===== config.mk =====
export PLATFORM = sky130hd
export DESIGN_NAME = ac_layer_sequencer
export DESIGN_NICKNAME = d
export VERILOG_FILES = /design/src/rtl/ac_ctrl_pkg.sv /design/src/rtl/ac_watchdog.sv /design/src/rtl/ac_layer_sequencer.sv
export SDC_FILE = /design/constraint.sdc
export NUM_CORES = 1
export LEC_CHECK = 0
export BUFFER_PORTS_ARGS = -buffer_cell sky130_fd_sc_hd__buf_2
export CAP_MARGIN = 20
export CORE_MARGIN = 2
export CORE_UTILIZATION = 52
export CTS_CLUSTER_SIZE = 20
export DETAILED_ROUTE_END_ITERATION = 6
export GPL_TIMING_DRIVEN = 0
export PLACE_DENSITY = 0.8
export SLEW_MARGIN = 20
export SYNTH_ARGS = -nofsm -noshare
export SYNTH_HDL_FRONTEND = slang
export SYNTH_SLANG_ARGS = --single-unit

===== constraint.sdc =====
create_clock -name clk -period 2.13 [get_ports clk]
set_input_delay 0.426 -clock clk [delete_from_list [all_inputs] [get_ports clk]]
set_output_delay 0.426 -clock clk [all_outputs]
set_load 0.05 [all_outputs]

===== src/rtl/ac_ctrl_pkg.sv =====
// Shared types for the arithmetic-core layer sequencer: FSM states, widths and
// the core configuration bundle.
package ac_ctrl_pkg;

    localparam int unsigned IN_W   = 72;
    localparam int unsigned BIAS_W = 16;

    typedef enum logic [2:0] {
        StIdle,
        StClear,
        StArm,
        StStream,
        StDrain,
        StDone
    } seq_state_e;

    typedef struct packed {
        logic signed [BIAS_W-1:0] bias;
        logic [1:0]               bound_level;
        logic [2:0]               step;
        logic                     relu;
        logic                     mp;
    } core_cfg_t;

endpackage


===== src/rtl/ac_watchdog.sv =====
// Idle-cycle watchdog: counts enabled cycles since the last load/kick and flags
// expiry once MaxIdle cycles have elapsed without activity.
module ac_watchdog #(
    parameter int unsigned MaxIdle = 64
) (
    input  logic clk_i,
    input  logic rst_i,
    input  logic load_i,
    input  logic kick_i,
    input  logic en_i,
    output logic expired_o
);

    localparam int unsigned CntW = $clog2(MaxIdle + 1);

    logic [CntW-1:0] cnt_q, cnt_d;

    always_comb begin
        cnt_d = cnt_q;
        if (load_i || kick_i) begin
            cnt_d = '0;
        end else if (en_i && !expired_o) begin
            cnt_d = cnt_q + 1'b1;
        end
    end

    always_ff @(posedge clk_i) begin
        if (rst_i) begin
            cnt_q <= '0;
        end else begin
            cnt_q <= cnt_d;
        end
    end

    assign expired_o = (cnt_q == CntW'(MaxIdle));

endmodule


===== src/rtl/ac_layer_sequencer.sv =====
// Drives one arithmetic core through a layer pass: clear, arm, stream windows in,
// collect results out, and finish on completion or drain timeout.
module ac_layer_sequencer
    import ac_ctrl_pkg::*;
#(
    parameter int unsigned CNT_W     = 12,
    parameter int unsigned CLR_CYC   = 2,
    parameter int unsigned DRAIN_MAX = 64
) (
    input  logic                     clk,
    input  logic                     reset,
    input  logic                     cfg_valid,
    output logic                     cfg_ready,
    input  logic [CNT_W-1:0]         cfg_num_windows,
    input  logic signed [BIAS_W-1:0] cfg_bias,
    input  logic [1:0]               cfg_bound_level,
    input  logic [2:0]               cfg_step,
    input  logic                     cfg_relu,
    input  logic                     cfg_mp,
    input  logic                     win_valid,
    output logic                     win_ready,
    input  logic [IN_W-1:0]          win_data,
    output logic [IN_W-1:0]          ac_in,
    output logic                     ac_en,
    output logic signed [BIAS_W-1:0] ac_bias,
    output logic [1:0]               ac_bound_level,
    output logic [2:0]               ac_step,
    output logic                     ac_en_relu,
    output logic                     ac_en_mp,
    output logic                     ac_reset_n,
    input  logic [7:0]               ac_out,
    input  logic                     ac_out_en,
    output logic                     res_valid,
    output logic [7:0]               res_data,
    output logic                     busy,
    output logic                     done,
    output logic                     err_timeout,
    output logic                     err_overrun
);

    localparam int unsigned CLR_W = $clog2(CLR_CYC + 1);

    seq_state_e       state_q, state_d;
    core_cfg_t        cfg_q, cfg_d;
    core_cfg_t        core_q, core_d;
    logic [CNT_W-1:0] num_q, num_d;
    logic [CNT_W-1:0] exp_q, exp_d;
    logic [CNT_W-1:0] sent_q, sent_d;
    logic [CNT_W-1:0] rcv_q, rcv_d;
    logic [CLR_W-1:0] clr_q, clr_d;
    logic [IN_W-1:0]  ac_in_q, ac_in_d;
    logic             ac_en_q, ac_en_d;
    logic             res_valid_q, res_valid_d;
    logic [7:0]       res_data_q, res_data_d;
    logic             err_timeout_q, err_timeout_d;
    logic             err_overrun_q, err_overrun_d;

    logic cfg_accept, win_hs, collect, wd_expired;

    assign cfg_accept = cfg_valid && cfg_ready && !reset;
    assign win_hs     = win_valid && win_ready;
    // Results are only accepted while a pass is live and still short of its quota.
    assign collect    = (state_q == StStream || state_q == StDrain || state_q == StDone)
                        && (rcv_q != exp_q);

    ac_watchdog #(
        .MaxIdle(DRAIN_MAX)
    ) u_watchdog (
        .clk_i    (clk),
        .rst_i    (reset),
        .load_i   (state_q != StDrain),
        .kick_i   (ac_out_en),
        .en_i     (state_q == StDrain),
        .expired_o(wd_expired)
    );

    always_ff @(posedge clk) begin
        if (reset) begin
            state_q <= StIdle;
        end else begin
            state_q <= state_d;
        end
    end

    always_comb begin
        state_d = state_q;
        unique case (state_q)
            StIdle: begin
                if (cfg_accept) begin
                    state_d = (cfg_num_windows == '0) ? StDone : StClear;
                end
            end
            StClear:  if (clr_q == CLR_W'(CLR_CYC - 1)) state_d = StArm;
            StArm:    state_d = StStream;
            StStream: if (sent_q == num_q) state_d = StDrain;
            StDrain:  if (rcv_q == exp_q || wd_expired) state_d = StDone;
            StDone:   state_d = StIdle;
            default:  state_d = StIdle;
        endcase
    end

    always_comb begin
        cfg_ready  = reset || (state_q == StIdle);
        win_ready  = !reset && (state_q == StStream) && (sent_q != num_q);
        busy       = !reset && (state_q != StIdle);
        done       = !reset && (state_q == StDone);
        ac_reset_n = !reset && (state_q != StClear);
    end

    always_comb begin
        cfg_d         = cfg_q;
        core_d        = core_q;
        num_d         = num_q;
        exp_d         = exp_q;
        sent_d        = sent_q;
        rcv_d         = rcv_q;
        clr_d         = '0;
        ac_in_d       = ac_in_q;
        ac_en_d       = 1'b0;
        res_valid_d   = 1'b0;
        res_data_d    = res_data_q;
        err_timeout_d = err_timeout_q;
        err_overrun_d = err_overrun_q;

        if (cfg_accept) begin
            cfg_d.bias        = cfg_bias;
            cfg_d.bound_level = cfg_bound_level;
            cfg_d.step        = cfg_step;
            cfg_d.relu        = cfg_relu;
            cfg_d.mp          = cfg_mp;
            num_d             = cfg_num_windows;
            // Pooling folds 4 windows per output; a trailing partial group yields nothing.
            exp_d             = cfg_mp ? (cfg_num_windows >> 2) : cfg_num_windows;
            sent_d            = '0;
            rcv_d             = '0;
            err_timeout_d     = 1'b0;
            err_overrun_d     = 1'b0;
        end

        if (state_q == StClear) clr_d = clr_q + 1'b1;
        if (state_d == StArm) core_d = cfg_q;

        if (win_hs) begin
            ac_in_d = win_data;
            ac_en_d = 1'b1;
            sent_d  = sent_q + 1'b1;
        end

        if (ac_out_en) begin
            if (collect) begin
                res_valid_d = 1'b1;
                res_data_d  = ac_out;
                rcv_d       = rcv_q + 1'b1;
            end else begin
                err_overrun_d = 1'b1;
            end
        end

        if (state_q == StDrain && rcv_q != exp_q && wd_expired) err_timeout_d = 1'b1;
    end

    always_ff @(posedge clk) begin
        if (reset) begin
            cfg_q         <= '0;
            core_q        <= '0;
            num_q         <= '0;
            exp_q         <= '0;
            sent_q        <= '0;
            rcv_q         <= '0;
            clr_q         <= '0;
            ac_in_q       <= '0;
            ac_en_q       <= 1'b0;
            res_valid_q   <= 1'b0;
            res_data_q    <= '0;
            err_timeout_q <= 1'b0;
            err_overrun_q <= 1'b0;
        end else begin
            cfg_q         <= cfg_d;
            core_q        <= core_d;
            num_q         <= num_d;
            exp_q         <= exp_d;
            sent_q        <= sent_d;
            rcv_q         <= rcv_d;
            clr_q         <= clr_d;
            ac_in_q       <= ac_in_d;
            ac_en_q       <= ac_en_d;
            res_valid_q   <= res_valid_d;
            res_data_q    <= res_data_d;
            err_timeout_q <= err_timeout_d;
            err_overrun_q <= err_overrun_d;
        end
    end

    assign ac_in          = ac_in_q;
    assign ac_en          = ac_en_q;
    assign ac_bias        = core_q.bias;
    assign ac_bound_level = core_q.bound_level;
    assign ac_step        = core_q.step;
    assign ac_en_relu     = core_q.relu;
    assign ac_en_mp       = core_q.mp;
    assign res_valid      = res_valid_q;
    assign res_data       = res_data_q;
    assign err_timeout    = err_timeout_q;
    assign err_overrun    = err_overrun_q;

endmodule


==> qor_table.md <==
| Item | Value |
| --- | --- |
| Die Span Y | 127 um |
| Accumulated negative setup slack | -1.95 ps |
| Area delta synth->final | 26.9% |
| Power Dens Cells | 791 mW/mm2 |
| GP Congestion | 0.880 |
| Hold Path Depth | 3 |
| Cells along the critical path | xnor2_2 -> nand4_1 -> nor3_4 -> buf_6 -> nor2_2 -> buf_6 |
| DP HPWL | 15700 um |
| Number of I/O pins | 232 |
| IR drop worst, VDD | 0.000702 V |
| Type of the setup path with the least slack | flop to output port |
| Path class of the lowest-slack min-delay path | input port to flop |
| First-iteration detailed-routing DRC count | 502 |
| Cell family contributing the most delay on the critical path | simple AND/OR/NAND/NOR gates |
| Post-Route WL | 21300 um |
| Number of global-route vias before repair | 6844 |
| Filler Cells Inserted | 1233 |
| Post-layout minimum cycle time | 2130 ps |
| Final worst clock skew | 9.61 ps |
| Total via count in the routed design | 7541 |
| DR WL met3 | 1830 um |
| Max frequency | 469 MHz |
| Top library cells by usage in the layout, fill and taps aside | sky130_fd_sc_hd__buf_2, sky130_fd_sc_hd__nand2_1, sky130_fd_sc_hd__dfxtp_1 |
| Highest net fanout along the worst path | 6 |
| Number of max-slew violations in the final report | 0 |
| Number of buffers inserted during clock tree synthesis | 17 |
| Number of synthesized register bits | 190 |
| Dominant synthesized flop cell | sky130_fd_sc_hd__dfxtp_1 |
| TritonCTS Sinks | 190 |
| Number of DRC violations after detailed routing | 0 |
| Effective utilization at floorplan | 53.6% |
| Drt via density | 5.43 |
| Proportion of layout cells with a drive suffix above 1 | 29.4% |
| Violated checks | negative setup slack |
| Hold Violations, Final | 0 |
| CP arrival | 1710 ps |
| Synth Net Count | 1067 |
| PnR worst setup slack | -1.95 ps |
| Area of the placeable core | 0.0146 mm2 |
| Footprint of the flip-flops and latches | 0.00382 mm2 |
| Routed wire length per instance | 15.3 um |
| Number of cells in the design after placement | 1356 |
| Length in cells of the worst reg-to-reg path | 8 |
| Met2 routed WL | 9940 um |
| Most repeated library cell on the critical path | sky130_fd_sc_hd__buf_6 |
| Most common cell after layout, fill and taps aside | sky130_fd_sc_hd__buf_2 |
| Pre-CTS setup slack | -578 ps |
| # rows | 44 |
| Number of buffers between clock root and the deepest sink | 2 |
| Distinct cells, synth | 56 |
| Wire length of the first global-routing pass | 33700 um |
| Crit path max-delay cell type | sky130_fd_sc_hd__dfxtp_4 |
| Status | complete, but fails checks |
| Netlist Area Pre-Place | 0.00782 mm2 |
| Global-route congestion overflow total | 0 |
| H-Tree Depth | 4 |
| Number of logic stages on the critical path including buffering | 6 |
| Part of the cycle the worst path needs | 100% |
| Master cell of the clock root buffer | sky130_fd_sc_hd__clkbuf_16 |
| Initial antenna violation count | 0 |
| Peak per-stage delay on the critical path | 370 ps |
| Number of buffers and inverters on the critical path | 2 |
| Required time of the worst setup path | 1700 ps |
| Setup violation total in the final timing report | 1 |
| Clock input transition at the sequential cells of the worst setup and hold paths | 70 ps |
| Max-Slew Margin vs Limit | 58.6% |
| Number of nets at the end of the flow | 1317 |
| Setup repair after global routing missed its margin | yes |
| Met1 Routed Length | 9020 um |
| Layout Utilization | 68.1% |
| Avg Inst Size Synth | 8.30 um2 |
| Horizontal extent of the die | 127 um |
| Maximum Capacitance Violations | 0 |
| Count of mapped cells out of synthesis | 942 |
| Area of combinational cells with multiple inputs | 0.00368 mm2 |
| Endpoint type of the worst setup path | output port |
| YS warnings | 0 |
| Pin count of the biggest net entering global routing | 20 |
| TritonCTS clock tree | built |
| Number of diodes added for antenna fixing | 0 |
| Highest routing layer actually used | met4 |
| Leakage dissipation | 4.10 nW |
| Worst-Margin Slew | 621 ps |
| Latest clock arrival within the worst-skew pair | 430 ps |
| Filler-free cell count of the finished design | 1388 |
| First-pass iteration count of the detailed router | 5 |
| Overall routing resource usage | 26.0% |
| Antenna Violating Nets Remaining | 0 |
| # port buffers | 230 |
| Sequential area share after synthesis | 48.6% |
| Fraction of registers with async set/reset | 0% |
| Die footprint | 0.0160 mm2 |
| Post-synth EDFFs | 0 |
| Startpoint kind of the worst setup timing path | flop |
[area by class of cell]
| type | count | area share (%) |
|---|---|---|
| clock inverter | 12 | 1.59 |
| tap | 184 | 2.32 |
| multi-input combinational | 669 | 37.1 |
| buffer | 74 | 3.77 |
| sequential | 190 | 38.5 |
| clock buffer | 19 | 4.56 |
| timing repair buffer | 232 | 11.8 |
| inverter | 8 | 0.302 |
[report_power, final]
| group | internal [mW] | switching [mW] | total [mW] |
|---|---|---|---|
| Clock | 1.91 | 1.38 | 3.29 |
| Sequential | 3.64 | 0.0568 | 3.69 |
| Combinational | 0.300 | 0.571 | 0.870 |
| Total | 5.85 | 2.01 | 7.85 |
[metal layers]
layer,vias up,GRT usage [%]
li1,3740,-
met1,3464,32.6
met2,300,42.2
met3,37,7.55
met4,0,10.4
met5,-,0
[per-stage QoR]
stage	hold slack, ps	cell area (um2)	power, mW
after CTS	191	9900	7.88
after global placement	423	9210	4.59
after detailed placement	429	9210	4.60
after floorplan	405	7830	4.30
final	202	9930	7.85
after global routing	207	9930	8.11
[worst reg2reg max path, cell delays in order (launching register included)]
cell and delay (ps):
sky130_fd_sc_hd__dfxtp_1 310, sky130_fd_sc_hd__buf_4 180, sky130_fd_sc_hd__nand2_4 80, sky130_fd_sc_hd__nor3_2 220, sky130_fd_sc_hd__nand2_2 200, sky130_fd_sc_hd__nor2_1 190
sky130_fd_sc_hd__buf_2 280, sky130_fd_sc_hd__buf_2 270, sky130_fd_sc_hd__o21ai_1 110
[final timing paths]
| kind | from | end | slack [ps] |
|---|---|---|---|
| worst max-delay path | sent_q[5]$_SDFFE_PP0P_ | win_ready | -2 |
| worst max register to register | state_q[1]$_SDFF_PP0_ | ac_in[57]$_SDFFE_PP0P_ | 180 |
| worst min register to register | clr_q[0]$_SDFF_PP0_ | clr_q[0]$_SDFF_PP0_ | 430 |
| worst min-delay path | win_data[10] | ac_in[10]$_SDFFE_PP0P_ | 200 |
[state kept, by name, summed over array words and instances (netlist names), 8 cells and up]
| register | count |
|---|---|
| ac_bias | 16 |
| num_q | 12 |
| exp_q | 12 |
| res_data | 8 |
| ac_in | 72 |
| cfg_q | 23 |
| rcv_q | 12 |
| sent_q | 12 |
[repair_timing]
item	CTS	global route
setup endpoints to repair	3	34
resized for setup	25	12
buffers inserted	2	0
pin swaps	3	4
hold buffers	0	0
hold endpoints to repair	0	0
[synth_stat cells, types with 2 or more instances]
library cell	instances	area [um2]
sky130_fd_sc_hd__nor2_1	36	135
sky130_fd_sc_hd__nand3_1	74	370
sky130_fd_sc_hd__a21oi_1	80	400
sky130_fd_sc_hd__nor3b_2	2	25.0
sky130_fd_sc_hd__nand3b_1	2	15.0
sky130_fd_sc_hd__o2111ai_1	2	17.5
sky130_fd_sc_hd__nor3_2	2	20.0
sky130_fd_sc_hd__and4_1	4	35.0
sky130_fd_sc_hd__ha_1	5	62.6
sky130_fd_sc_hd__o41ai_1	3	26.3
sky130_fd_sc_hd__xor2_1	2	17.5
sky130_fd_sc_hd__nor3_1	9	45.0
sky130_fd_sc_hd__o311ai_1	3	26.3
sky130_fd_sc_hd__o211ai_2	3	37.5
sky130_fd_sc_hd__nand3_2	11	110
sky130_fd_sc_hd__a211oi_1	10	75.1
sky130_fd_sc_hd__nor4_1	5	31.3
sky130_fd_sc_hd__mux2i_1	11	110
sky130_fd_sc_hd__and2_1	3	18.8
sky130_fd_sc_hd__inv_1	7	26.3
sky130_fd_sc_hd__buf_6	4	45.0
sky130_fd_sc_hd__a21oi_2	4	35.0
sky130_fd_sc_hd__or3_1	10	62.6
sky130_fd_sc_hd__o311a_1	2	20.0
sky130_fd_sc_hd__buf_4	2	15.0
sky130_fd_sc_hd__nand2_1	230	863
sky130_fd_sc_hd__o31ai_1	6	45.0
sky130_fd_sc_hd__a311oi_1	2	17.5
sky130_fd_sc_hd__and3_1	9	56.3
sky130_fd_sc_hd__o21ai_1	51	255
sky130_fd_sc_hd__xnor2_1	26	228
sky130_fd_sc_hd__mux2_2	4	45.0
sky130_fd_sc_hd__nand4_1	7	43.8
sky130_fd_sc_hd__a31oi_1	3	18.8
sky130_fd_sc_hd__clkbuf_1	41	154
sky130_fd_sc_hd__buf_2	23	115
sky130_fd_sc_hd__buf_1	4	15.0
sky130_fd_sc_hd__o211ai_1	3	22.5
sky130_fd_sc_hd__nand4_2	3	37.5
sky130_fd_sc_hd__or4_1	5	37.5
sky130_fd_sc_hd__dfxtp_1	190	3800
sky130_fd_sc_hd__o21ai_0	25	125
[logic make-up after synthesis]
family	Yosys count	share of synthesized area [%]
buffers and inverters	83	4.97
xor gates and xnor gates	29	3.34
DFF	190	48.6
AOI/OAI and AO/OA	201	15.0
and+or+nand+nor	418	25.0
muxes	16	2.27
adders and majority gates	5	0.800
Power figures use the tool's default switching activity.
